`config.mk`:
```
export PLATFORM = sky130hd
export DESIGN_NAME = fft_uart_framer
export DESIGN_NICKNAME = d
export VERILOG_FILES = /design/src/rtl/fft_pkg.sv /design/src/rtl/fft_uart_byte_shifter.sv /design/src/rtl/fft_uart_framer.sv
export SDC_FILE = /design/constraint.sdc
export NUM_CORES = 1
export LEC_CHECK = 0
export ABC_CLOCK_PERIOD_IN_PS = 1600
export CORE_ASPECT_RATIO = 1.5
export CORE_UTILIZATION = 45
export DETAILED_ROUTE_END_ITERATION = 12
export MAX_ROUTING_LAYER = met4
export PLACE_DENSITY = 0.84
export SYNTH_ARGS = -nofsm -noshare
export SYNTH_HDL_FRONTEND = slang
export SYNTH_SLANG_ARGS = --single-unit
```
`constraint.sdc`:
```
create_clock -name i_clk -period 1.6 [get_ports i_clk]
set_clock_uncertainty 0.2 [all_clocks]
set_input_delay 0.32 -clock i_clk [delete_from_list [all_inputs] [get_ports i_clk]]
set_output_delay 0.32 -clock i_clk [all_outputs]
set_load 0.03 [all_outputs]
```
`src/rtl/fft_pkg.sv`:
```
// Shared definitions for the FFT-to-UART transmit framer:
// FSM state encoding, checksum width and frame geometry helpers.
package fft_pkg;

    localparam int CSUM_W = 8;

    typedef enum logic [2:0] {
        IDLE,
        FETCH,
        LATCH,
        SEND,
        WAIT,
        CSUM,
        DONE
    } state_e;

    // UART bytes per real or imaginary word
    function automatic int bpw(input int word_size, input int data_length);
        return word_size / data_length;
    endfunction

    // bytes in one complete frame, including the optional checksum byte
    function automatic int frame_len(input int fft_size, input int word_size,
                                     input int data_length, input bit csum_en);
        return fft_size * 2 * bpw(word_size, data_length) + (csum_en ? 1 : 0);
    endfunction

endpackage

```
`src/rtl/fft_uart_byte_shifter.sv`:
```
// {re, im} load/shift register with per-bin byte counter.
// Ports: i_clk, i_rst, i_load, i_shift, i_re, i_im -> o_byte, o_last.
module fft_uart_byte_shifter
    import fft_pkg::*;
#(
    parameter int WORD_SIZE   = 16,
    parameter int DATA_LENGTH = 8
) (
    input  logic                   i_clk,
    input  logic                   i_rst,
    input  logic                   i_load,
    input  logic                   i_shift,
    input  logic [WORD_SIZE-1:0]   i_re,
    input  logic [WORD_SIZE-1:0]   i_im,
    output logic [DATA_LENGTH-1:0] o_byte,
    output logic                   o_last
);

    localparam int BPB   = 2 * bpw(WORD_SIZE, DATA_LENGTH);
    localparam int CNT_W = (BPB > 2) ? $clog2(BPB) : 1;
    localparam logic [CNT_W-1:0] LAST_CNT = CNT_W'(BPB - 1);

    logic [2*WORD_SIZE-1:0] sreg_q;
    logic [CNT_W-1:0]       cnt_q;

    always_ff @(posedge i_clk or posedge i_rst) begin
        if (i_rst) begin
            sreg_q <= '0;
            cnt_q  <= '0;
        end else if (i_load) begin
            sreg_q <= {i_re, i_im};
            cnt_q  <= '0;
        end else if (i_shift) begin
            sreg_q <= sreg_q << DATA_LENGTH;
            cnt_q  <= cnt_q + 1'b1;
        end
    end

    assign o_byte = sreg_q[2*WORD_SIZE-1 -: DATA_LENGTH];
    assign o_last = (cnt_q == LAST_CNT);

endmodule

```
`src/rtl/fft_uart_framer.sv`:
```
// Walks the FFT result memory and streams each bin (re then im, MSB-first
// bytes) to UART_TX via its start/done handshake.
// Ports: i_clk, i_rst, i_start, i_re, i_im, i_tx_done ->
//        o_rd_addr, o_tx_start, o_tx_byte, o_busy, o_done.
// Optional: define FFT_UART_FRAMER_CHECKSUM_EN to append a mod-256
// byte sum after the last data byte.
module fft_uart_framer
    import fft_pkg::*;
#(
    parameter int FFT_SIZE    = 16,
    parameter int WORD_SIZE   = 16,
    parameter int DATA_LENGTH = 8,
    parameter int ADDR_W      = 4
) (
    input  logic                   i_clk,
    input  logic                   i_rst,
    input  logic                   i_start,
    output logic [ADDR_W-1:0]      o_rd_addr,
    input  logic [WORD_SIZE-1:0]   i_re,
    input  logic [WORD_SIZE-1:0]   i_im,
    output logic                   o_tx_start,
    output logic [DATA_LENGTH-1:0] o_tx_byte,
    input  logic                   i_tx_done,
    output logic                   o_busy,
    output logic                   o_done
);

    localparam logic [ADDR_W-1:0] LAST_BIN = ADDR_W'(FFT_SIZE - 1);

    state_e                 state_q;
    logic [ADDR_W-1:0]      rd_addr_q;
    logic                   tx_start_q;
    logic [DATA_LENGTH-1:0] tx_byte_q;
    logic                   busy_q;
    logic                   done_q;
    logic [DATA_LENGTH-1:0] sh_byte;
    logic                   sh_last;
    logic                   sh_load;
    logic                   sh_shift;

`ifdef FFT_UART_FRAMER_CHECKSUM_EN
    logic [CSUM_W-1:0] sum_q;
    // set once the checksum byte is in flight
    logic              csum_q;
`endif

    assign sh_load  = (state_q == LATCH);
    assign sh_shift = (state_q == WAIT) && i_tx_done;

    fft_uart_byte_shifter #(
        .WORD_SIZE  (WORD_SIZE),
        .DATA_LENGTH(DATA_LENGTH)
    ) u_shifter (
        .i_clk  (i_clk),
        .i_rst  (i_rst),
        .i_load (sh_load),
        .i_shift(sh_shift),
        .i_re   (i_re),
        .i_im   (i_im),
        .o_byte (sh_byte),
        .o_last (sh_last)
    );

    always_ff @(posedge i_clk or posedge i_rst) begin
        if (i_rst) begin
            state_q    <= IDLE;
            rd_addr_q  <= '0;
            tx_start_q <= 1'b0;
            tx_byte_q  <= '0;
            busy_q     <= 1'b0;
            done_q     <= 1'b0;
`ifdef FFT_UART_FRAMER_CHECKSUM_EN
            sum_q      <= '0;
            csum_q     <= 1'b0;
`endif
        end else begin
            tx_start_q <= 1'b0;
            done_q     <= 1'b0;
            unique case (state_q)
                IDLE: begin
                    if (i_start) begin
                        rd_addr_q <= '0;
                        busy_q    <= 1'b1;
                        state_q   <= FETCH;
`ifdef FFT_UART_FRAMER_CHECKSUM_EN
                        sum_q     <= '0;
`endif
                    end
                end
                // memory read latency
                FETCH: state_q <= LATCH;
                LATCH: state_q <= SEND;
                SEND: begin
                    tx_start_q <= 1'b1;
                    tx_byte_q  <= sh_byte;
`ifdef FFT_UART_FRAMER_CHECKSUM_EN
                    sum_q      <= sum_q + CSUM_W'(sh_byte);
`endif
                    state_q    <= WAIT;
                end
                WAIT: begin
                    if (i_tx_done) begin
`ifdef FFT_UART_FRAMER_CHECKSUM_EN
                        if (csum_q) begin
                            done_q  <= 1'b1;
                            state_q <= DONE;
                        end else
`endif
                        if (!sh_last) begin
                            state_q <= SEND;
                        end else if (rd_addr_q != LAST_BIN) begin
                            rd_addr_q <= rd_addr_q + 1'b1;
                            state_q   <= FETCH;
                        end else begin
`ifdef FFT_UART_FRAMER_CHECKSUM_EN
                            state_q <= CSUM;
`else
                            done_q  <= 1'b1;
                            state_q <= DONE;
`endif
                        end
                    end
                end
`ifdef FFT_UART_FRAMER_CHECKSUM_EN
                CSUM: begin
                    tx_start_q <= 1'b1;
                    tx_byte_q  <= DATA_LENGTH'(sum_q);
                    csum_q     <= 1'b1;
                    state_q    <= WAIT;
                end
`endif
                // o_done is high during this cycle, so a coincident
                // i_start is deliberately not accepted
                DONE: begin
                    busy_q  <= 1'b0;
                    state_q <= IDLE;
`ifdef FFT_UART_FRAMER_CHECKSUM_EN
                    csum_q  <= 1'b0;
`endif
                end
                default: state_q <= IDLE;
            endcase
        end
    end

    assign o_rd_addr  = rd_addr_q;
    assign o_tx_start = tx_start_q;
    assign o_tx_byte  = tx_byte_q;
    assign o_busy     = busy_q;
    assign o_done     = done_q;

endmodule

```
## Yosys cells after proc, flatten, opt, wreduce, memory -nomap -nowiden

Cells that the tools add are included.

| operators by class | value |
|---|---|
| reduce and logical (&&, ||, !) cells | 8 |
| $add $sub $neg | 2 |
| shifts and indexed selects | 0 |
| multiplexer cells | 21 |
| bitwise operators | 0 |
| multiply operators | 0 |
| equality and inequality tests | 11 |
| magnitude comparators | 0 |
| div/mod/pow operators | 0 |

Operators with widths:

| kind | number |
|---|---|
| $mux W32 | 2 |
| $mux W4 | 4 |
| $pmux W3 S5 | 1 |
| $mux W3 | 4 |
| $pmux W4 S2 | 1 |
| $eq A3 B2 Y1 const B | 2 |
| $eq A3 B3 Y1 const B | 2 |
| $mux W1 | 6 |
| $ne A2 B2 Y1 const B | 3 |
| $reduce_bool A2 Y1 | 3 |
| $reduce_and A5 Y1 | 1 |
| $add A4 B1 Y4 const B | 1 |
| $mux W2 | 2 |
| $ne A4 B4 Y1 const B | 1 |
| $reduce_and A2 Y1 | 2 |
| $eq A3 B1 Y1 const B | 1 |
| $logic_not A3 Y1 | 1 |
| $add A2 B1 Y2 const B | 1 |
| $eq A2 B2 Y1 const B | 1 |
| $ne A2 B1 Y1 const B | 1 |
| $pmux W1 S2 | 1 |
| $logic_and A1 B1 Y1 | 1 |

| word-level totals | value |
|---|---|
| bits in latches | 0 |
| output and inout bits | 15 |
| register bits | 52 |
| memory bits (read-only) | 0 |
| bits in writable memories | 0 |
| logic and storage cells | 50 |
| memories kept | 0 |

## Depth between registers and ports, before layout

| depth | value |
|---|---|
| depth after elaboration | 5 |
| depth in mapped cells | 5 |

## Cells and area by module

From an unflattened synthesis, not the netlist that was laid out.

| second synthesis, totals | value |
|---|---|
| cell total of the unflattened synthesis | 230 |
| area total of the unflattened synthesis | 2,477.4 sq um |

Modules (own cells, without submodules):

| module | cells an instance | instances | area each (sq um) | sequential area each (sq um) |
|---|---|---|---|---|
| fft_uart_byte_shifter | 155 | 1 | 1,619.1 | 850.8 |
| fft_uart_framer | 75 | 1 | 858.3 | 450.4 |

## Least setup slack after synthesis

Ideal clock, no wire load.

| path | value |
|---|---|
| path kind | flip-flop to flip-flop |
| from | reg rd_addr_q[1], in the netlist o_rd_addr[1] |
| to | reg rd_addr_q[1], in the netlist o_rd_addr[1] |
| period minus slack after synthesis | 1.610 ns |
| arrival | 1.324 ns |
| stages on the path, launching flop included | 5 |
| path buffers | 0 |
| slack | -0.010 ns |
| cells stage by stage | dfrtp_1 ha_1 nand3_1 a21bo_2 o211ai_1 |

| between the ends | value |
|---|---|
| word-level cells in the longest chain between the ends | 5 |
| elaborated cells between the ends (all ways) | 8 |

Ends and longest elaborated chain:

| what | RTL line | source |
|---|---|---|
| from (decl) | fft_uart_framer.sv:31 | `logic [ADDR_W-1:0] rd_addr_q;` |
| from (signal assigned) | fft_uart_framer.sv:112 | `rd_addr_q <= rd_addr_q + 1'b1;` |
| $add A4 B1 Y4 | fft_uart_framer.sv:112 |  |
| $mux W4 | fft_uart_framer.sv:111 | `end else if (rd_addr_q != LAST_BIN) begin` |
| $mux W4 | fft_uart_framer.sv:109 | `if (!sh_last) begin` |
| $mux W4 | fft_uart_framer.sv:102 | `if (i_tx_done) begin` |
| $pmux W4 S2 | fft_uart_framer.sv:79 | `unique case (state_q)` |

Parallel ways exist; a longest one is shown, timed or not. The select of a mux whose other input is x is not followed.
A chain may end at the register's enable or synchronous reset.

## Worst setup path after layout

| path | value |
|---|---|
| from | reg state_q[1] |
| to | reg u_shifter.sreg_q[23] |

| between the ends | value |
|---|---|
| word-level cells in the longest chain between the ends | 3 |
| elaborated cells between the ends (all ways) | 5 |

Ends and longest elaborated chain:

| what | RTL line | source |
|---|---|---|
| from (decl) | fft_uart_framer.sv:30 | `state_e state_q;` |
| from (signal assigned) | fft_uart_framer.sv:66 | `state_q <= IDLE;` |
| from (signal assigned) | fft_uart_framer.sv:84 | `state_q <= FETCH;` |
| from (signal assigned) | fft_uart_framer.sv:91 | `FETCH: state_q <= LATCH;` |
| $eq A3 B3 Y1 | fft_uart_framer.sv:48 | `assign sh_shift = (state_q == WAIT) && i_tx_done;` |
| $logic_and A1 B1 Y1 | fft_uart_framer.sv:48 |  |
| $reduce_bool A2 Y1 (no line) | n/a |  |
| to (signal assigned) | fft_uart_byte_shifter.sv:31 | `sreg_q <= {i_re, i_im};` |
| to (signal assigned) | fft_uart_byte_shifter.sv:34 | `sreg_q <= sreg_q << DATA_LENGTH;` |
| to (decl) | fft_uart_byte_shifter.sv:23 | `logic [2*WORD_SIZE-1:0] sreg_q;` |

Parallel ways exist; a longest one is shown, timed or not.

==> results.json <==
{
  "slew_violations": 0,
  "area_growth_pct": 37.36,
  "grt_pass1_vias": 1725,
  "final_hold_viol_count": 0,
  "grt_overflow": 0,
  "drtPass1Iterations": 4,
  "layout.nets": 299,
  "seq_area_frac_synth": 0.5631,
  "clock.fmax_mhz": 593.5,
  "syn-cell-area_sq_um": 2311,
  "worst_slew_pin_slew_ns": 0.3689,
  "vias": 1774,
  "violations": "negative setup slack",
  "fin_ws_ns": -0.08489,
  "yosys.area.top_type": "dfrtp_1",
  "rsz0062_at_grt": "yes",
  "route.top_layer_used": "met4",
  "wl_per_cell_microns": 14.66,
  "postLayoutCellArea_sq_um": 3174,
  "drt_iter0_markers": 53,
  "synth_area_per_cell_sq_um": 12.16,
  "ant_nets": 0,
  "htree_levels": 2,
  "antenna_found_initial": 0,
  "ys_warn_count": 0,
  "worst-setup-path-type": "reg2reg",
  "powerDensity_nw_per_um2": 1825,
  "synth-xor-area-share": 0,
  "hp-class": "in2async",
  "status": "finished with violations",
  "synth_fa_ha_area_frac": 0.01083,
  "yosys_register_bits": 52,
  "hold_ws_ns": 0.2089,
  "layout_min_cycle_time_ns": 1.685,
  "yosys.area_share.simple": 0.07688,
  "drc": 0,
  "synth_top_family_by_area": "compound AO/OA/AOI/OAI gates",
  "yosysUniqueCellTypes": 38,
  "placed_area_sq_um": 2965,
  "io_pins": 51,
  "finalSetupTns_ns": -1.204,
  "final_layout_size_suffix_gt1_frac": 0.1954,
  "grt_max_degree": 33,
  "cap_viol_max_count": 0,
  "gp_congestion": 0.8326,
  "ir_drop_mv": 1.004,
  "wirelength_mm": 4.793,
  "final_util": 0.6495,
  "clk_path_buf_depth": 2,
  "grt_pass1_wl_mm": 7.797,
  "row_count": 31,
  "wl_met2_mm": 2.569,
  "yosysTopAreaCellShare": 0.5631,
  "cts_tree": "built",
  "layout_commonest_cell": "dfrtp_1",
  "syn-num-nets": 228,
  "synth_compound_area_frac": 0.2166,
  "via_per_inst": 5.425,
  "crit_path_max_fanout": 8,
  "wl_met1_mm": 2.007,
  "dieArea_sq_um": 5432,
  "hpwl_mm": 3.223,
  "synth_mux_area_frac": 0.08284,
  "final_cell_mix": "50 x dfrtp_1, 34 x clkdlybuf4s50_1, 25 x a22o_1",
  "holdBufCountCts": 0,
  "antennaDiodeCount": 0,
  "end_kind": "flip-flop",
  "coreArea_sq_um": 4887,
  "wl_met3_microns": 138,
  "path_clk_slew_ns": 0.08,
  "p_leak_uw": 0.001506,
  "worstPathRequired_ns": 1.58,
  "timing.final.crit_share": 1.053,
  "cts_root_buf": "clkbuf_8",
  "synth.area.top_cells": "dfrtp_1 56%, a22o_1 9.5%, a21o_1 4.9%",
  "cts_buffers": 5,
  "setup_viol": 27,
  "crit_path_start_kind": "flip-flop",
  "clock_latency_ns": 0.29,
  "start_util": 0.4729,
  "cts.sinks": 52,
  "cp.arrival_ns": 1.67,
  "die_y_microns": 89.77,
  "syn_inst": 190,
  "grt.total_usage": 0.1920,
  "place_worst_setup_slack_ns": -0.5255,
  "max_slew_margin": 0.7522,
  "port_buffers": 50,
  "die_w_microns": 60.51
}
==> state kept, by name (all words and copies together) (netlist names) <==
| register | flops |
|---|---|
| o_busy | 1 |
| o_done | 1 |
| o_rd_addr | 4 |
| o_tx_byte | 8 |
| o_tx_start | 1 |
| state_q | 3 |
| u_shifter.cnt_q | 2 |
| u_shifter.sreg_q | 32 |
==> worst paths after layout <==
kind / slack [ns] / start / endpoint / cells past startpoint
min reg2reg: 0.27 / u_shifter.sreg_q[28]$_DFFE_PP0P_ / u_shifter.sreg_q[28]$_DFFE_PP0P_ / 1
max reg2reg: -0.08 / state_q[1]$_DFFE_PP0P_ / u_shifter.sreg_q[23]$_DFFE_PP0P_ / 6
min: 0.21 / i_rst / o_done$_DFF_PP0_ / 3
max in group asynchronous: 0.74 / i_rst / u_shifter.sreg_q[12]$_DFFE_PP0P_ / 3
min in group i_clk: 0.27 / u_shifter.sreg_q[28]$_DFFE_PP0P_ / u_shifter.sreg_q[28]$_DFFE_PP0P_ / 1
max: -0.08 / state_q[1]$_DFFE_PP0P_ / u_shifter.sreg_q[23]$_DFFE_PP0P_ / 6
==> routing by layer <==
layer,vias up,global-route usage
met5,-,-
li1,846,-
met2,38,0.3187
met1,883,0.2356
met3,7,0.02590
met4,0,0.06250
==> cell usage after synthesis <==
library cell / n
buf_2: 2
clkbuf_1: 4
nor3b_4: 1
dfrtp_1: 52
o22a_1: 1
ha_1: 2
mux2_1: 7
nand3_1: 2
mux2i_1: 9
and3_1: 1
a21o_1: 15
o21ai_0: 5
nor2_1: 4
o21ai_1: 8
a21bo_2: 1
o22ai_1: 1
a221oi_1: 1
and4bb_1: 1
o31ai_1: 1
nand2_1: 10
a31oi_1: 5
inv_1: 6
o211ai_1: 1
o31a_1: 1
buf_1: 1
nand3b_1: 1
nor3b_1: 1
buf_4: 4
a22o_1: 25
nand4_1: 2
buf_6: 3
nor2b_2: 1
nand2_2: 1
and4_1: 1
nor3_1: 3
nor2_4: 1
a21oi_1: 3
mux2_2: 2
==> area by class of cell <==
class,instances,area [sq um]
flip-flops and latches,52,1304
fillers,377,1713
multi-input cells,120,932.1
inverters,6,26.28
well taps,66,82.58
repair buffers,76,733.2
clock buffers,7,96.34
==> worst max-delay path, stage by stage, from the launching register on <==
cell and delay, ns:
dfrtp_1 0.40, buf_4 0.14, and4bb_1 0.26, buf_6 0.14, buf_6 0.14, mux2i_1 0.22, o21ai_1 0.08
==> power by group <==
part	switching [uW]	internal [uW]	leakage [uW]
clock	387	385	0.0000503
sequential	310	1900	0.000647
combinational	1400	1400	0.000809
==> cells by family (layout without fill, tap and decap cells) <==
group           Yosys count  count (layout)
compound gates           68              68
flops                    52              52
simple gates             30              32
buf+inv                  20              89
mux                      18              18
fa+ha+maj                 2               2
==> repair_timing <==
item                                    in CTS  in global routing
resized for setup                           23                 11
setup buffers                                7                  0
pin swaps                                    6                  0
gates cloned                                 2                  0
endpoints found under the setup margin      53                 47
==> through the flow <==
step	std cells	total power (uW)
floorplan	190	3965
global placement	311	4689
detailed placement	311	4792
CTS	327	5742
global route	327	6187
finish	327	5792
Note: power is estimated with default switching activity, not from simulation.
